### config.mk
export PLATFORM = sky130hd
export DESIGN_NAME = keypad_scanner
export DESIGN_NICKNAME = d
export VERILOG_FILES = /design/src/rtl/keypad_scanner.sv
export SDC_FILE = /design/constraint.sdc
export NUM_CORES = 1
export LEC_CHECK = 0
export BUFFER_PORTS_ARGS = -buffer_cell sky130_fd_sc_hd__buf_4
export CAP_MARGIN = 20
export CORE_MARGIN = 2
export CORE_UTILIZATION = 55
export CTS_BUF_LIST = sky130_fd_sc_hd__clkbuf_2 sky130_fd_sc_hd__clkbuf_4 sky130_fd_sc_hd__clkbuf_8
export DETAILED_ROUTE_END_ITERATION = 8
export GPL_ROUTABILITY_DRIVEN = 1
export MAX_ROUTING_LAYER = met4
export PLACE_DENSITY = 0.77
export SLEW_MARGIN = 10
export SYNTH_ARGS = -nofsm -noshare
export SYNTH_HDL_FRONTEND = slang
export SYNTH_SLANG_ARGS = --single-unit
### constraint.sdc
create_clock -name clk -period 2.6 [get_ports clk]
set_input_delay 0.26 -clock clk [delete_from_list [all_inputs] [get_ports clk]]
set_output_delay 0.26 -clock clk [all_outputs]
set_load 0.01 [all_outputs]
### src/rtl/keypad_scanner.sv
// rtl/keypad_scanner.sv - 5x3 matrix keypad scanner with debounce and press/release pulses
// Optional: KEYSCAN_MULTIKEY_REJECT_EN treats scans with more than one low row as invalid.
module keypad_scanner #(
    parameter int SETTLE_CYCLES  = 16,
    parameter int DEBOUNCE_SCANS = 4
) (
    input  logic       clk,
    input  logic       rst,
    input  logic       wire1,
    input  logic       wire2,
    input  logic       wire3,
    output logic       wire4,
    output logic       wire5,
    output logic       wire6,
    output logic       wire7,
    output logic       wire8,
    output logic [3:0] key_code,
    output logic       key_down,
    output logic       key_press,
    output logic       key_release
);

    localparam int SW = (SETTLE_CYCLES > 2) ? $clog2(SETTLE_CYCLES) : 2;
    localparam logic [SW-1:0] S_LAST = SW'(SETTLE_CYCLES - 1);
    localparam logic [3:0] DEB = 4'(DEBOUNCE_SCANS);

    logic [2:0]    sync1;
    logic [2:0]    sync2;
    logic [2:0]    c;
    logic [SW-1:0] s;
    logic [4:0]    cols;
    logic [3:0]    best;
    logic [3:0]    prev;
    logic [3:0]    acc;
    logic [3:0]    stable_cnt;
    logic          scan_done;

    logic [3:0] base;
    logic [3:0] col_code;
    logic [3:0] scan_res;
    logic       sample;
    logic       scan_end;

    assign {wire8, wire7, wire6, wire5, wire4} = cols;

    always_comb begin
        base     = {1'b0, c} * 4'd3;
        col_code = 4'd0;
        if (!sync2[0])
            col_code = base + 4'd1;
        else if (!sync2[1])
            col_code = base + 4'd2;
        else if (!sync2[2])
            col_code = base + 4'd3;
        // Columns are visited in ascending order, so the first hit is the lowest code.
        scan_res = (best != 4'd0) ? best : col_code;
        sample   = (s == S_LAST);
        scan_end = sample && (c == 3'd4);
    end

`ifdef KEYSCAN_MULTIKEY_REJECT_EN
    logic [1:0] hits;
    logic [1:0] col_hits;
    logic [2:0] hit_sum;
    logic [1:0] hits_next;

    always_comb begin
        col_hits  = 2'(!sync2[0]) + 2'(!sync2[1]) + 2'(!sync2[2]);
        hit_sum   = {1'b0, hits} + {1'b0, col_hits};
        hits_next = (hit_sum > 3'd2) ? 2'd2 : hit_sum[1:0];
    end
`endif

    always_ff @(posedge clk) begin
        if (rst) begin
            sync1       <= 3'b000;
            sync2       <= 3'b000;
            c           <= 3'd0;
            s           <= '0;
            cols        <= 5'b11110;
            best        <= 4'd0;
            prev        <= 4'd0;
            acc         <= 4'd0;
            stable_cnt  <= 4'd0;
            scan_done   <= 1'b0;
            key_code    <= 4'd0;
            key_down    <= 1'b0;
            key_press   <= 1'b0;
            key_release <= 1'b0;
`ifdef KEYSCAN_MULTIKEY_REJECT_EN
            hits        <= 2'd0;
`endif
        end else begin
            sync1       <= {wire3, wire2, wire1};
            sync2       <= sync1;
            key_press   <= 1'b0;
            key_release <= 1'b0;
            scan_done   <= scan_end;

            if (sample) begin
                s    <= '0;
                c    <= (c == 3'd4) ? 3'd0 : c + 3'd1;
                cols <= {cols[3:0], cols[4]};
                if (scan_end) begin
                    best <= 4'd0;
`ifdef KEYSCAN_MULTIKEY_REJECT_EN
                    hits <= 2'd0;
                    if (hits_next > 2'd1) begin
                        stable_cnt <= 4'd0;
                        prev       <= 4'hF;
                    end else
`endif
                    if (scan_res == prev) begin
                        stable_cnt <= (stable_cnt >= DEB) ? DEB : stable_cnt + 4'd1;
                    end else begin
                        prev       <= scan_res;
                        stable_cnt <= 4'd1;
                    end
                end else begin
                    best <= scan_res;
`ifdef KEYSCAN_MULTIKEY_REJECT_EN
                    hits <= hits_next;
`endif
                end
            end else begin
                s <= s + SW'(1);
            end

            // Acceptance runs one cycle after the scan end so outputs see the settled debounce state.
            if (scan_done && (stable_cnt == DEB) && (prev != acc)) begin
                acc <= prev;
                if (prev != 4'd0) begin
                    key_code  <= prev;
                    key_down  <= 1'b1;
                    key_press <= 1'b1;
                end else begin
                    key_down    <= 1'b0;
                    key_release <= 1'b1;
                end
            end
        end
    end

endmodule

* Yosys cells after proc, flatten, opt, wreduce, memory -nomap -nowiden *
Index checks and enable logic that the tools add are counted.

word-level totals
  register bits after elaboration = 42
  input bits = 5
  output and inout bits = 12
  word-level logic and storage cells = 49

operators by class
  add/sub/neg operators = 6
  $mul = 1
  magnitude comparators = 1
  eq/ne operators = 5
  multiplexer cells = 10
  bitwise operators = 2
  reductions and logical operators = 10

operators by type and width
  operator                                              count
  two-way mux 4 bit                                     7
  adder 4 x 1 -> 4 bit (second input constant)          3
  adder 4 x 2 -> 4 bit (second input constant)          2
  nonzero test 4 bit                                    2
  equality test 4 x 3 -> 1 bit (second input constant)  1
  equality test 4 bit                                   1
  equality test 4 bit (second input constant)           1
  >= comparator 4 x 3 -> 1 bit (second input constant)  1
  multiplier 3 x 2 -> 4 bit (second input constant)     1
  inequality test 4 bit                                 1
  AND reduction 2 bit                                   2
  OR reduction 2 bit                                    2
  adder 3 x 1 -> 3 bit (second input constant)          1
  equality test 3 bit (second input constant)           1
  logical AND 1 bit                                     3
  two-way mux 3 bit                                     1
  AND reduction 3 bit                                   1
  two-way mux 1 bit                                     2
  NOT 1 bit                                             2

* Depth between registers and ports, before layout *
  depth after elaboration = 9
  gate-level depth with buffers = 11

* Worst setup path before layout *
OpenSTA, ideal clock, no wires.

  kind = register to register
  start = reg c[0]
  end = reg stable_cnt[1]
  library setup time = 60 ps
  data arrival time = 2669 ps
  required time = 2540 ps
  path slack = -130 ps
  stages on the path, launching flop included = 11
  path buffers = 0
  cell sequence = dfxtp_1 -> ha_1 -> inv_1 -> fa_1 -> inv_1 -> ha_1 -> a41oi_2 -> mux2i_1 -> mux2_4 -> nor4b_4 -> a32o_1

on the way
  word-level cells in the longest chain between the ends = 8
  elaborated cells between the ends (all ways) = 13

ends and longest elaborated chain
  item                       line  RTL
  from (decl)                29    logic [2:0] c;
  from (signal assigned)     102   c <= (c == 3'd4) ? 3'd0 : c + 3'd1;
  multiplier 3 x 2 -> 4 bit  47    base = {1'b0, c} * 4'd3;
  adder 4 x 2 -> 4 bit       54    col_code = base + 4'd3;
  two-way mux 4 bit          53    else if (!sync2[2])
  two-way mux 4 bit          51    else if (!sync2[1])
  two-way mux 4 bit          49    if (!sync2[0])
  two-way mux 4 bit          56    scan_res = (best != 4'd0) ? best : col_code;
  equality test 4 bit        113   if (scan_res == prev) begin
  two-way mux 4 bit          113
  to (signal assigned)       114   stable_cnt <= (stable_cnt >= DEB) ? DEB : stable_cnt + 4'd1;
  to (decl)                  35    logic [3:0] stable_cnt;

Several ways; a longest one is shown, not always the timed one.
A chain may end at the register's enable or synchronous reset.

* Worst setup path in the final report *
Ends and elaborated chain as after synthesis.

==> metrics.yaml <==
outcome:
  status: "finished, violations left"
  violations: "negative setup slack"
worst_setup_path:
  crit_path_end_kind: "flop"
  worst_path_max_delay_cell: "sky130_fd_sc_hd__fa_1"
  critical_path.cell_chain: "ha_4 > inv_2 > fa_1 > inv_2 > ha_4 > a41oi_2 > mux2i_2 > mux2_4 > nor4b_4 > a32o_1"
  worst-r2r-cell-count: 10
  crit_required_ps: 2840
  startpoint_type: "flop"
  slowest_delay_ps: 520
  arrival_time_of_the_worst_setup_path_ps: 2900
  timing.setup.critical_path_class: "flop to flop"
  crit-reg2reg-launch: "c[0]"
  worstPathBufferInverterCount: 2
  worst_path_top_cell_family_by_delay: "adder cells"
  worst_setup_path_startpoint: "c[0]"
  crit_path_max_fanout: 3
  cp.depth: 10
global_routing:
  grt_overflow: 0
  globalRoute.busiestLayer: "met2"
  first_global_vias: 1498
  grtUsageMet3: 0.0469
  grt_antenna_before_repair: 0
  grt_pass1_wl_mm: 6.52
  globalRouteMet1Util: 0.244
  grtUsageMet2: 0.334
  grt_start_max_net_pins: 36
  grtUsageTotal: 0.203
drt:
  dr_total_vias: 1613
  final_routed_wirelength_mm: 3.85
  route.antenna.remaining_nets: 0
  iteration_0_drc_markers: 96
  remaining_drc_errors: 0
  vias_per_cell: 5.41
  detail_route.first_pass.iterations: 4
  route.detailed.wl_per_inst_um: 12.9
logic_synthesis:
  synth_area_leaders: "sky130_fd_sc_hd__dfxtp_1, sky130_fd_sc_hd__ha_1, sky130_fd_sc_hd__nor2_1"
  synthTopCellsByCount: "sky130_fd_sc_hd__dfxtp_1, sky130_fd_sc_hd__nor2_1, sky130_fd_sc_hd__nand2_1"
  yosysWarnings: 0
  synth_top_area_share: 0.412
  netlist.top_cell.by_area: "sky130_fd_sc_hd__dfxtp_1"
  ys_seq_elements: 42
  synth_area_sq_um: 2040
  postSynthNetCount: 239
  synth_cell_types: 46
  synthArstFlopShare: 0
  synth_enable_flop_cells: 0
  avgSynthCellArea_sq_um: 9.08
  synth_most_common_cell: "sky130_fd_sc_hd__dfxtp_1"
  ys.flop_type: "sky130_fd_sc_hd__dfxtp_1"
  synthesis.instances: 225
  synth-seq-area-share: 0.412
power_and_ir_drop:
  switchingPower_mw: 0.256
  clock_power_share: 0.384
  pwr-share-seq: 0.577
  ratio_of_total_power_to_cell_area_nw_per_um2: 479
  totalPowerFinal_mw: 1.14
  share_comb_of_total_power: 0.039
  cellLeakagePower_nw: 0.958
  power_report.internal_total_mw: 0.887
  swShare: 0.224
  vdd_drop_max_mv: 0.377
placement:
  dpl_cell_area_sq_um: 2270
  io_buffer_count: 16
  dp.final_hpwl_mm: 2.66
  gp_congestion: 0.803
  preCtsSetupSlack_ps: -82.2
layout:
  area_growth_syn_to_layout_pct: 16.8
  multi_input_comb_area_sq_um: 1140
  drive_above_1_share: 0.212
  layout.area.seq_sq_um: 843
  design.final.nets: 263
  antenna_cells: 0
  finished_layout_cell_area_sq_um: 2390
  final_core_util: 0.662
  fillCellCount: 307
run:
  max_cap_viol_count: 0
cts:
  cts.sink_count: 42
  holdBufCountCts: 0
  clk-insertion-delay-late_ps: 300
  cts_tree: "done"
  cts_buffer_depth: 2
  clock_transition_at_the_registers_of_the_reported_paths_ps: 80
  cts_max_level: 2
  clock_tree.root_cell: "sky130_fd_sc_hd__clkbuf_8"
  tritoncts.num_buffers: 5
sta:
  crit_path_setup_slack_layout_ps: -62.1
  layout_min_cycle_time_ps: 2660
  worstMarginPinSlew_ps: 482
  hold_violations: 0
  final_min_period_over_clock_period: 1.02
  setup_viol_count_final: 3
  whs_ps: 170
  slew_headroom: 0.677
  grt_setup_unrepaired: "yes"
  drv_slew: 0
  finClkSkew_ps: 4.99
  fmax_mhz: 376
hold_path:
  worst_hold_startpoint: "wire3"
  hold_path_class: "primary input to flop"
  hold_path_depth: 2
die:
  fp.dieH_um: 65.0
  chipWidth_um: 65.0
  core_region_area_sq_um: 3610
  rows: 22
  die_area_sq_um: 4220
  i_o_pin_count: 17
  initial_core_util: 0.567
[metal layers]
| metal | up-vias | part of all wire |
|---|---|---|
| met4 | 0 | 0.015 |
| met1 | 757 | 0.50 |
| met5 | - | 0 |
| met3 | 7 | 0.035 |
| li1 | 822 | - |
| met2 | 27 | 0.45 |
[final timing paths]
path                        end  slack [ps]
hold reg to reg        sync2[0]         440
setup reg to reg  stable_cnt[1]         -60
hold / removal         sync1[2]         170
setup / recovery  stable_cnt[1]         -60
[sequential cells by signal, summed over array words and instances, names as in the netlist]
signal	flops
sync2	3
sync1	3
c	3
scan_done	1
key_code	4
key_down	1
key_release	1
cols	5
key_press	1
acc	4
s	4
best	4
stable_cnt	4
prev	4
[stage by stage]
stage               TNS, ps  instances
CTS                    -155        297
global route           -377        298
floorplan             -29.0        225
finish                -80.3        298
global placement      -70.4        288
detailed placement     -141        288
[final cells by class]
class	count	area share
clock buffer	6	0.0346
clock inverter	2	0.00524
inverter	11	0.0173
multi-input combinational	162	0.479
sequential	42	0.353
tap	48	0.0252
timing repair buffer	27	0.0849
[what timing repair did]
item | in CTS | in global routing
gates cloned | 0 | 0
resized for setup | 1 | 1
pin swaps | 4 | 1
endpoints found under the setup margin | 3 | 3
setup buffers | 1 | 1
[power groups by stage]
| stage | Sequential (mW) | Clock, mW | Combinational, mW |
|---|---|---|---|
| 6_report | 0.659 | 0.438 | 0.0450 |
| 5_1_grt | 0.660 | 0.473 | 0.0500 |
| 3_5_place_dp | 0.674 | 0 | 0.0455 |
| 4_1_cts | 0.659 | 0.453 | 0.0455 |
| 2_1_floorplan | 0.671 | 0 | 0.0358 |
| 3_3_place_gp | 0.673 | 0 | 0.0440 |
[logic make-up (layout without fill, tap and decap cells)]
family / after synthesis / in the layout / share of synthesized area
AOI/OAI and AO/OA: 38 / 38 / 0.127
buffers and inverters: 21 / 46 / 0.0429
xor gates and xnor gates: 12 / 12 / 0.0551
muxes: 8 / 8 / 0.0441
and+or+nand+nor: 95 / 95 / 0.261
adders and majority gates: 9 / 9 / 0.0588
DFF: 42 / 42 / 0.412
[layout by cell type, fill, tap and decap left out, drive strengths merged, types with 2 or more instances in the layout]
cell and instances:
and2 2, o21a 2, mux2 2, buf 27
nand4b 2, nor3 7, clkbuf 6, a22oi 5
a41oi 2, a21oi 16, nand2 18, nor3b 5
dfxtp 42, nor4b 2, or4 2, nor2 26
nand3 4, nor2b 9, o21ai 7, ha 8
inv 11, nand2b 6, nor4 3, mux2i 6
nand3b 5, xnor2 11
No activity file was read; power rests on OpenSTA's default activity.
